===== config.mk =====
export PLATFORM = sky130hd
export DESIGN_NAME = alu_status_buffer
export DESIGN_NICKNAME = d
export VERILOG_FILES = /design/src/rtl/alu_status_buffer.sv
export SDC_FILE = /design/constraint.sdc
export NUM_CORES = 1
export LEC_CHECK = 0
export ABC_AREA = 1
export CAP_MARGIN = 20
export CORE_ASPECT_RATIO = 0.8
export CORE_UTILIZATION = 26
export CTS_CLUSTER_SIZE = 8
export DETAILED_ROUTE_END_ITERATION = 10
export GPL_TIMING_DRIVEN = 0
export PLACE_DENSITY_LB_ADDON = 0.05
export SKIP_LAST_GASP = 1
export SYNTH_ARGS = -nofsm -noshare
export SYNTH_HDL_FRONTEND = slang
export SYNTH_SLANG_ARGS = --single-unit

===== constraint.sdc =====
create_clock -name clk -period 3.7 [get_ports clk]
set_input_delay 0.555 -clock clk [delete_from_list [all_inputs] [get_ports clk]]
set_output_delay 0.555 -clock clk [all_outputs]
set_load 0.01 [all_outputs]

===== src/rtl/alu_status_buffer.sv =====
// Small circular FIFO for adder results and flags, with sticky flag
// accumulation and a free-running count of accepted entries.
module alu_status_buffer #(
  parameter int DEPTH = 2,
  parameter int CNTW  = 16
) (
  input  logic            clk,
  input  logic            rst_n,
  input  logic            in_valid,
  output logic            in_ready,
  input  logic [31:0]     S,
  input  logic            C,
  input  logic            Zero,
  input  logic            Negative,
  input  logic            Overflow,
  input  logic [3:0]      f,
  output logic            out_valid,
  input  logic            out_ready,
  output logic [31:0]     out_S,
  output logic            out_C,
  output logic            out_Z,
  output logic            out_N,
  output logic            out_V,
  output logic [3:0]      out_f,
  input  logic            clr_sticky,
  output logic            sticky_C,
  output logic            sticky_Z,
  output logic            sticky_N,
  output logic            sticky_V,
  output logic [CNTW-1:0] acc_count,
  output logic            full,
  output logic            empty
);
  localparam int PW = $clog2(DEPTH);
  localparam int OW = $clog2(DEPTH + 1);

  typedef struct packed {
    logic [31:0] s;
    logic [3:0]  fl;   // {C, Z, N, V}
    logic [3:0]  f;
  } entry_t;

  entry_t          mem [DEPTH];
  logic [PW-1:0]   wr_ptr, rd_ptr, last_ptr;
  logic [OW-1:0]   occ;
  logic [3:0]      sticky;
  logic            push, pop;
  entry_t          in_ent, head;

  function automatic logic [PW-1:0] ptr_inc(input logic [PW-1:0] p);
    return (p == PW'(DEPTH - 1)) ? '0 : p + PW'(1);
  endfunction

  assign full      = (occ == OW'(DEPTH));
  assign empty     = (occ == '0);
  assign in_ready  = ~full;
  assign out_valid = ~empty;
  assign push      = in_valid & in_ready;
  assign pop       = out_valid & out_ready;
  assign in_ent    = '{s: S, fl: {C, Zero, Negative, Overflow}, f: f};

  // When empty, the slot behind rd_ptr still holds the last popped entry,
  // and a push into an empty buffer writes at rd_ptr, so it stays intact.
  assign last_ptr = (rd_ptr == '0) ? PW'(DEPTH - 1) : rd_ptr - PW'(1);
  assign head     = empty ? mem[last_ptr] : mem[rd_ptr];

  assign out_S = head.s;
  assign {out_C, out_Z, out_N, out_V} = head.fl;
  assign out_f = head.f;
  assign {sticky_C, sticky_Z, sticky_N, sticky_V} = sticky;

  always_ff @(posedge clk) begin
    if (!rst_n) begin
      for (int i = 0; i < DEPTH; i++) mem[i] <= '0;
      wr_ptr    <= '0;
      rd_ptr    <= '0;
      occ       <= '0;
      acc_count <= '0;
      sticky    <= '0;
    end else begin
      if (push) begin
        mem[wr_ptr] <= in_ent;
        wr_ptr      <= ptr_inc(wr_ptr);
        acc_count   <= acc_count + CNTW'(1);
      end
      if (pop) rd_ptr <= ptr_inc(rd_ptr);
      case ({push, pop})
        2'b10:   occ <= occ + OW'(1);
        2'b01:   occ <= occ - OW'(1);
        default: occ <= occ;
      endcase
      // A clear coinciding with a push keeps only the incoming flags.
      if (clr_sticky)  sticky <= push ? in_ent.fl : 4'b0;
      else if (push)   sticky <= sticky | in_ent.fl;
    end
  end
endmodule


# Yosys cells after proc, flatten, opt, wreduce, memory -nomap -nowiden
# Memories as Yosys holds them, arrays and structs flattened. A register that Yosys moved wholly into a read port is not among the register bits.
# Index checks and enable logic that the tools add are counted.
word_totals:
  reg_bits: 24
  mem_bits_rw: 80
  out_inout_bits: 64
  memories: 1
op_classes:
  add_sub_neg: 6
  eq_ne: 3
  mux: 17
  bitwise_logic: 5
  n_reduce_logical: 4
memory_table:
  columns: ["memory", "depth", "word_bits", "read_ports", "rd_clocked_by_memory_dff", "wr", "line", "source"]
  rows:
  - ["mem", 2, 40, 2, 1, 2, "43", "entry_t mem [DEPTH];"]
ops:
  columns: ["cell", "n"]
  rows:
  - ["$mux W40", 2]
  - ["$reduce_or A40 Y1", 1]
  - ["$add A16 B1 Y16 const B", 1]
  - ["$mux W4", 3]
  - ["$mux W1", 11]
  - ["$eq A2 B2 Y1 const B", 2]
  - ["$or A4 B4 Y4", 1]
  - ["$pmux W2 S2", 1]
  - ["$reduce_bool A2 Y1", 2]
  - ["$add A1 B1 Y1 const B", 2]
  - ["$add A2 B1 Y2 const B", 1]
  - ["$and A1 B1 Y1", 2]
  - ["$eq A2 B1 Y1 const B", 1]
  - ["$logic_not A2 Y1", 1]
  - ["$not A1 Y1", 2]
  - ["$sub A2 B1 Y2 const B", 1]
  - ["$sub A1 B1 Y1 const B", 1]

# Logic depth before layout (Yosys ltp)
# Gate-level depths: netlist (run 1).
logic_depth:
  word_depth: 8
  mapped_depth: 9
  mapped_depth_nobuf: 9

# Worst setup path after synthesis (run 1)
# Ideal clock, no wire load.
synth_timing:
  path_type: "in2reg"
  from: "input port in_valid"
  to: "memory mem[1][0] (netlist name) (enable)"
  setup_ns: 0.398
  arrival_ns: 1.954
  t_required_ns: 3.302
  slack_ns: 1.348
  cell_stages: 5
  n_path_buf: 1
  path_cell_list: "inv_1 a21oi_2 nand3_2 buf_2 nand2_1"
synth_rtl:
  columns: ["item", "line", "source"]
  rows:
  - ["start, declared", "9", "input logic in_valid,"]
  - ["end, declared", "43", null]

# Worst setup path in the final report (run 1)
layout_timing:
  from: "register occ[1]"
  to: "output port out_f[2]"
layout_via:
  elab_chain_len: 2
layout_rtl:
  columns: ["item", "line", "source"]
  rows:
  - ["start, declared", "45", "logic [OW-1:0] occ;"]
  - ["start signal, assigned", "88", "2'b10: occ <= occ + OW'(1);"]
  - ["start signal, assigned", "89", "2'b01: occ <= occ - OW'(1);"]
  - ["$logic_not A2 Y1", "55", "assign empty = (occ == '0);"]
  - ["$mux W40", "65", "assign head = empty ? mem[last_ptr] : mem[rd_ptr];"]
  - ["end, declared", "24", "output logic [3:0] out_f,"]
# Every way passes these cells.

==> results_dict.tcl, run 1 <==
set metrics [dict create \
    ant_nets 0 \
    power.density_nw_per_um2 600 \
    cts-buffers-inserted 9 \
    max_slew_margin_pct 61.3 \
    synth_area_um2 5140 \
    hold_buffers 0 \
    syn_to_final_growth_pct 34.2 \
    syn_nets 658 \
    drt_iter0_drc 281 \
    start_util_pct 26.8 \
    synth_seq_area_share_pct 56.4 \
    crit_path_start "occ[1]$_SDFFE_PN0P_" \
    period_needed_ns 3.25 \
    path_max_fanout 10 \
    cts.clk_slew.worst_paths_ns 0.07 \
    cts_tree "built" \
    totalWireLength_mm 15.4 \
    track_usage_pct 15.4 \
    status "finished, final reports clean" \
    cts_root_buf "clkbuf_16" \
    vias_per_cell 4.56 \
    yosysTopAreaCell "edfxtp_1" \
    cp_data_required_time_ns 3.14 \
    wl_per_cell_um 15.5 \
    synth-edff-count 80 \
    dr.pass1.iters 4 \
    synth_warnings 0 \
    drc 0 \
    power_uw 4140 \
    clkLatencyLatePin_ns 0.35 \
    yosys_register_bits 105 \
    cts_resized 0 \
    ys.flop_type "edfxtp_1" \
    yosys.cell_count.top_type "nor2_1" \
    hp-class "register to register" \
    vias 4540 \
    critPathLaunchType "register" \
    clk_path_buf_depth 2 \
    post-cts-setup-buffer-count 0 \
    period_share_pct 87.8 \
    place.gp.congestion 0.799 \
    die_w_um 159 \
    leakagePower_uw 0.00268 \
    synthArstFlopShare_pct 0 \
    grt_first_pass_wirelength_mm 23.9 \
    synth_cell_type_count 27 \
    clock_sinks 105 \
    tightest_slew_ns 0.580 \
    grt_max_degree 26 \
    drv_slew 0 \
    ioPinCount 109 \
    vdd_drop_max_mv 0.252 \
    grt_pass1_vias 4425 \
    num_rows 45 \
    drive_above_1_share_pct 5.43 \
    antenna_cells 0 \
    critPathKind "register to primary output" \
    rr_startpoint "occ[0]$_SDFFE_PN0P_" \
    synth_top_area_share_pct 46.7 \
    place_area_um2 6590 \
    core_area_um2 19200 \
    setup_viol 0 \
    skew_ns 0.00801 \
    dp_hpwl_mm 10.6 \
    overflow 0 \
    max_freq_mhz 308 \
    grt_antenna_before_repair 0 \
    nets 779 \
    min_from "sticky[0]$_SDFFE_PN0P_" \
    drv_cap 0 \
    die_area_um2 20400 \
    avgSynthCellArea_um2 8.42 \
    rsz0062_at_grt "false" \
    port_buffers 108 \
    netlist_instances 611 \
    cts_max_level 3 \
    end_kind "primary output" \
    synth_common_cells "nor2_1 (188), o21ai_0 (82), edfxtp_1 (80)" \
    finalHoldViolCount 0 \
    synth_area_leaders "edfxtp_1 (47%), nor2_1 (14%), dfxtp_1 (9.7%)" \
    die_h_um 128 \
    fin_area_um2 6910 \
    arrival_ns 2.69 \
]
## area by class of cell
type	count	area, um^2
clock inverters	5	60.1
multi-input cells	406	1860
well taps	258	323
plain buffers	35	144
repair buffers	110	1120
clock buffers	11	253
flip-flops and latches	105	2900
inverters	65	244
fillers	1994	12300
## flip-flops by register name (all words and copies together) (netlist names), named ones only
signal	count
acc_count	16
occ	2
rd_ptr	1
mem	80
sticky	4
wr_ptr	1
## worst paths after layout
path	slack [ns]	endpoint	depth (start not counted)
min reg2reg	0.47	sticky[0]$_SDFFE_PN0P_	2
min	0.47	sticky[0]$_SDFFE_PN0P_	2
max reg2reg	1.46	mem[1][16]$_SDFFCE_PN0P_	6
max	0.45	out_f[2]	5
## worst max-delay path, stage by stage (launching register included)
cell	delay [ns]
dfxtp_1	0.36
nor2_1	0.47
clkbuf_1	0.42
o21ai_0	0.18
o22ai_1	0.32
clkdlybuf4s50_1	0.60
## through the flow
step	worst slack (ns)	cells	hold WS [ns]	setup TNS (ns)	utilization, %
floorplan	1.35	611	0.487	0	-
global placement	-0.322	977	0.462	-23.62	34.1
detailed placement	0.691	979	0.459	0	34.3
CTS	0.405	995	0.474	0	36.0
global route	0.313	995	0.505	0	36.0
finish	0.451	995	0.472	0	36.0
## power breakdown
group	internal, uW	switching, uW
logic	756	929
registers	1390	59.3
clock network	567	440
## placed cells by master, fill, tap and decap left out, types with 2 or more instances in the layout
master           Yosys  routed
a21oi_1             14      14
buf_12               0       2
buf_2               10      10
clkbuf_1            25      25
clkbuf_16            0       9
clkbuf_8             0       2
clkdlybuf4s50_1      0     108
dfxtp_1             25      25
edfxtp_1            80      80
ha_1                 2       2
inv_1               62      62
inv_2                2       2
inv_4                0       2
nand2_1             49      47
nand2_2              2       4
nand3_1              6       6
nand4_1              4       4
nor2_1             188     188
nor2_4               2       2
nor3_1               2       2
o21ai_0             82      82
o21ai_1              6       6
o21bai_1             2       2
o22ai_1             40      40
## logic make-up after synthesis
group | after synthesis | synth area share [%]
compound gates | 146 | 15.4
xor+xnor | 1 | 0.170
fa+ha+maj | 2 | 0.486
buf+inv | 100 | 7.54
flops | 105 | 56.4
simple gates | 257 | 20.0
## metal layers
metal  GRT usage [%]  vias to the layer above  share of wire [%]
met1            21.4                     2124                 48
met3            4.21                        7                6.6
met5               0                        -                  0
met2            24.2                      130                 45
met4            2.94                        0               0.70
li1                -                     2279                  -
Note: power is estimated with default switching activity, not from simulation.
==> run 2: changes to the inputs <==
- CORE_UTILIZATION: 26 -> 50
==> run 2 against run 1 <==
  * Die area shrank 47%
  * Critical path type unchanged
  * Highest routed layer unchanged
  * Setup slack gained 0.14 ns
  * Clock power fell by 9.9%
==> results_dict.tcl, run 2 (same netlist as run 1, synthesis figures left out) <==
set metrics [dict create \
    reg_top3 "mem (80), acc_count (16), sticky (4)" \
    cts_tree "built" \
    end_kind "primary output" \
    place.gp.congestion 0.821 \
    drc 0 \
    whs_ns 0.480 \
    vdd_drop_max_mv 0.286 \
    drv_slew 0 \
    grt_pass1_vias 4300 \
    period_share_pct 84.0 \
    cp_data_required_time_ns 3.14 \
    grt_max_degree 32 \
    cts-buffers-inserted 9 \
    die_w_um 115 \
    critPathSlowestCell "clkdlybuf4s50_1" \
    fillCellCount 824 \
    cts_resized 0 \
    start_util_pct 52.4 \
    tightest_slew_ns 0.553 \
    nets 779 \
    status "finished, final reports clean" \
    ant_nets 0 \
    totalWireLength_mm 13.2 \
    track_usage_pct 25.4 \
    drive_above_1_share_pct 5.29 \
    core_area_um2 9810 \
    arrival_ns 2.55 \
    rsz0062_at_grt "false" \
    syn_to_final_growth_pct 30.6 \
    vias 4634 \
    hp-class "register to register" \
    critPathLaunchType "register" \
    port_buffers 108 \
    place_area_um2 6440 \
    overflow 0 \
    num_rows 32 \
    dr.pass1.iters 5 \
    ioPinCount 109 \
    hold_buffers 0 \
    leakagePower_uw 0.00266 \
    drt_iter0_drc 344 \
    grt_first_pass_wirelength_mm 20.7 \
    fin_area_um2 6720 \
    critPathKind "register to primary output" \
    post-cts-setup-buffer-count 0 \
    wl_per_cell_um 15.2 \
    regMostFlops "mem" \
    layout_commonest_cell "nor2_1" \
    cts_max_level 3 \
    crit_path_max_incr_delay_ns 0.60 \
    final_cell_mix "nor2_1 (188), clkdlybuf4s50_1 (108), o21ai_0 (82)" \
    die_h_um 92.7 \
    largest_reg_flops 80 \
    grt_antenna_before_repair 0 \
    cts.clk_slew.worst_paths_ns 0.07 \
    cts_root_buf "clkbuf_16" \
    antenna_cells 0 \
    crit_chain "nor2_1 > clkbuf_1 > o21ai_0 > o22ai_1 > clkdlybuf4s50_1" \
    vias_per_cell 5.31 \
    power.density_nw_per_um2 595 \
    die_area_um2 10700 \
    drv_cap 0 \
    clk_path_buf_depth 2 \
    max_freq_mhz 322 \
    tns_ns 0 \
    dp_hpwl_mm 9.05 \
    period_needed_ns 3.11 \
    path_max_fanout 10 \
    skew_ns 0.0114 \
    setup_viol 0 \
    clock_sinks 105 \
    max_slew_margin_pct 63.1 \
    finalHoldViolCount 0 \
    clkLatencyLatePin_ns 0.34 \
]
[run 2: path summary, 6_finish.rpt]
kind / startpoint / to / slack, ns / cells past startpoint
worst max-delay path: occ[1]$_SDFFE_PN0P_ / out_f[1] / 0.59 / 5
worst min-delay path: sticky[2]$_SDFFE_PN0P_ / sticky[2]$_SDFFE_PN0P_ / 0.48 / 2
worst max register to register: occ[1]$_SDFFE_PN0P_ / mem[0][34]$_SDFFCE_PN0P_ / 1.50 / 7
worst min register to register: sticky[2]$_SDFFE_PN0P_ / sticky[2]$_SDFFE_PN0P_ / 0.48 / 2
[run 2: metrics by stage]
step                power, uW  utilization, %  instances  setup WS, ns
finish                   4000            68.5        873         0.594
global placement         3050            65.2        855       0.00496
detailed placement       3100            65.7        857         0.899
CTS                      4010            68.5        873         0.632
global route             4210            68.5        873         0.429
floorplan                2300               -        611          1.35
[run 2: worst max-delay path, delay by kind of cell (launching register included)]
kind | cells | cell delay, ns
flip-flops | 1 | 0.37
AND/OR/NAND/NOR | 1 | 0.40
AO/OA/AOI/OAI | 2 | 0.46
buffers and inverters | 2 | 0.98
[run 2: where the power goes]
group	switching (uW)	internal (uW)	total, uW
Sequential	61.7	1390	1450
Clock	430	479	910
Combinational	883	756	1640
Total	1380	2630	4000
[run 2: area by class of cell]
| cell class | count | area [um^2] | share of cell area [%] |
|---|---|---|---|
| Inverter | 65 | 244 | 3.63 |
| Clock inverter | 5 | 37.5 | 0.559 |
| Tap cell | 136 | 170 | 2.53 |
| Clock buffer | 11 | 243 | 3.61 |
| Timing Repair Buffer | 110 | 1120 | 16.7 |
| Multi-Input combinational cell | 406 | 1860 | 27.6 |
| Sequential cell | 105 | 2900 | 43.2 |
| Buffer | 35 | 144 | 2.14 |
[run 2: layer usage]
layer	wire, um	vias to the layer above	part of all wire, %	global-route usage, %
met3	829	12	6.3	4.78
met1	5990	2180	45	34.9
met2	6320	160	48	42.0
met4	94	0	0.71	4.76
met5	0	-	0	0
li1	-	2282	-	-
==> run 3: changes to the inputs <==
- clock period: 3.7 -> 2.9 ns (I/O delays scaled with it)
==> run 3 against run 2 <==
  * Via count shrank 0.67%
  * Register-to-register slack worse by 0.80 ns
  * Clock power up 27%
  * Final area rose by 0.13%
  * Utilization grew 0.089 points
  * Wire length about the same
  * Sequential cell count unchanged
  * Largest power group unchanged
==> results_dict.tcl, run 3 (same netlist as run 1, synthesis figures left out) <==
set metrics [dict create \
    grt_pass1_vias 4300 \
    regMostFlops "mem" \
    cp_data_required_time_ns 2.47 \
    overflow 0 \
    p_clk_share_pct 22.7 \
    core_area_um2 9810 \
    hp-class "register to register" \
    grt_first_pass_wirelength_mm 20.7 \
    finalHoldViolCount 0 \
    cts_root_buf "clkbuf_16" \
    totalWireLength_mm 13.2 \
    cts_max_level 3 \
    combinationalPowerShare_pct 41.1 \
    clock_sinks 105 \
    largest_reg_flops 80 \
    wl_met3_um 789 \
    setup_viol 0 \
    power.density_nw_per_um2 759 \
    grt_antenna_before_repair 0 \
    vias 4603 \
    netSwitchingFraction_pct 34.2 \
    cpLargestDelayFamily "buffers and inverters" \
    die_area_um2 10700 \
    period_share_pct 95.1 \
    crit_path_max_incr_delay_ns 0.57 \
    leakagePower_uw 0.00267 \
    port_buffers 108 \
    path_max_fanout 10 \
    clkLatencyLatePin_ns 0.35 \
    max_slew_margin_pct 62.3 \
    track_usage_pct 25.4 \
    skew_ns 0.0124 \
    wl_met1_mm 6.05 \
    met2RoutedLength_mm 6.30 \
    fillCellCount 823 \
    drive_above_1_share_pct 6.11 \
    critPathKind "register to primary output" \
    drc 0 \
    fin_area_um2 6730 \
    path_buf_inv 3 \
    clk_path_buf_depth 2 \
    dp_hpwl_mm 9.05 \
    layout_commonest_cell "nor2_1" \
    intPower_uw 3360 \
    tns_ns 0 \
    arrival_ns 2.32 \
    netSwitchingPower_uw 1750 \
    reg_top3 "mem (80), acc_count (16), sticky (4)" \
    drv_slew 0 \
    wl_per_cell_um 15.1 \
    place_area_um2 6440 \
    drt_iter0_drc 334 \
    place.gp.congestion 0.821 \
    ant_nets 0 \
    critPathSlowestCell "clkdlybuf4s50_1" \
    cts.clk_slew.worst_paths_ns 0.07 \
    final_cell_mix "nor2_1 (187), clkdlybuf4s50_1 (108), o21ai_0 (82)" \
    die_w_um 115 \
    antenna_cells 0 \
    grt_max_degree 32 \
    crit_chain "nor2_2 > inv_2 > clkbuf_1 > o21ai_0 > o22ai_1 > clkdlybuf4s50_1" \
    cts-buffers-inserted 9 \
    power_uw 5110 \
    cts_tree "built" \
    dr.pass1.iters 5 \
    tightest_slew_ns 0.565 \
    drv_cap 0 \
    nets 779 \
    rsz0062_at_grt "false" \
    ioPinCount 109 \
    num_rows 32 \
    status "finished, final reports clean" \
    vdd_drop_max_mv 0.365 \
    period_needed_ns 2.76 \
    seq_power_share_pct 36.3 \
    start_util_pct 52.4 \
    max_freq_mhz 363 \
    syn_to_final_growth_pct 30.8 \
    end_kind "primary output" \
    maxUsedRoutingLayer "met4" \
    critPathLaunchType "register" \
    vias_per_cell 5.27 \
    die_h_um 92.7 \
]
[run 3: cell count changes in the layout (fill, tap and decap cells not counted)]
cell,previous run,this run
nor2_1,188,187
clkbuf_1,26,21
nor2_2,0,1
clkbuf_2,0,5
[run 3: path summary, 6_finish.rpt]
path	start	to	slack, ns	cells past startpoint
hold reg to reg	sticky[2]$_SDFFE_PN0P_	sticky[2]$_SDFFE_PN0P_	0.48	2
hold / removal	sticky[2]$_SDFFE_PN0P_	sticky[2]$_SDFFE_PN0P_	0.48	2
setup / recovery	occ[1]$_SDFFE_PN0P_	out_S[2]	0.14	6
setup reg to reg	occ[1]$_SDFFE_PN0P_	mem[0][37]$_SDFFCE_PN0P_	0.70	7
[run 3: repair_timing]
action,in CTS,in global routing
hold buffers,0,0
gates resized for setup,1,10
endpoints found under the setup margin,5,13
setup buffers,0,0
endpoints found under the hold margin,0,0
[run 3: tightest hold or removal path, cell delays in order, from the launching register on]
cell	delay, ns
dfxtp_1	0.32
nand2_1	0.06
a21oi_1	0.06
[run 3: routing by layer]
| metal | up-vias | GRT usage (%) |
|---|---|---|
| met4 | 0 | 4.76 |
| met2 | 158 | 42.0 |
| li1 | 2284 | - |
| met3 | 8 | 4.78 |
| met1 | 2153 | 34.9 |
| met5 | - | 0 |
[run 3: power groups by stage]
stage | clock, uW | combinational [uW] | sequential [uW]
after floorplan | 0 | 1060 | 1870
after global placement | 0 | 2010 | 1880
after detailed placement | 0 | 2080 | 1880
after CTS | 1170 | 2090 | 1850
after global routing | 1230 | 2290 | 1870
final | 1160 | 2100 | 1850
[run 3: layout make-up]
type	count	area, um^2	share of cell area (%)
clock inverter	5	37.5	0.558
buffer	35	150	2.23
timing repair buffer	110	1120	16.7
clock buffer	11	243	3.61
multi-input combinational	406	1860	27.6
tap	136	170	2.53
inverter	65	244	3.63
sequential	105	2900	43.1
[run 3: through the flow]
stage	hold WS [ns]	utilization (%)	setup slack, ns	cells
2_1_floorplan	0.487	-	0.633	611
3_3_place_gp	0.461	65.2	-0.675	855
3_5_place_dp	0.467	65.7	0.219	857
4_1_cts	0.484	68.5	0.0666	873
5_1_grt	0.503	68.6	0.00413	873
6_report	0.481	68.6	0.143	873
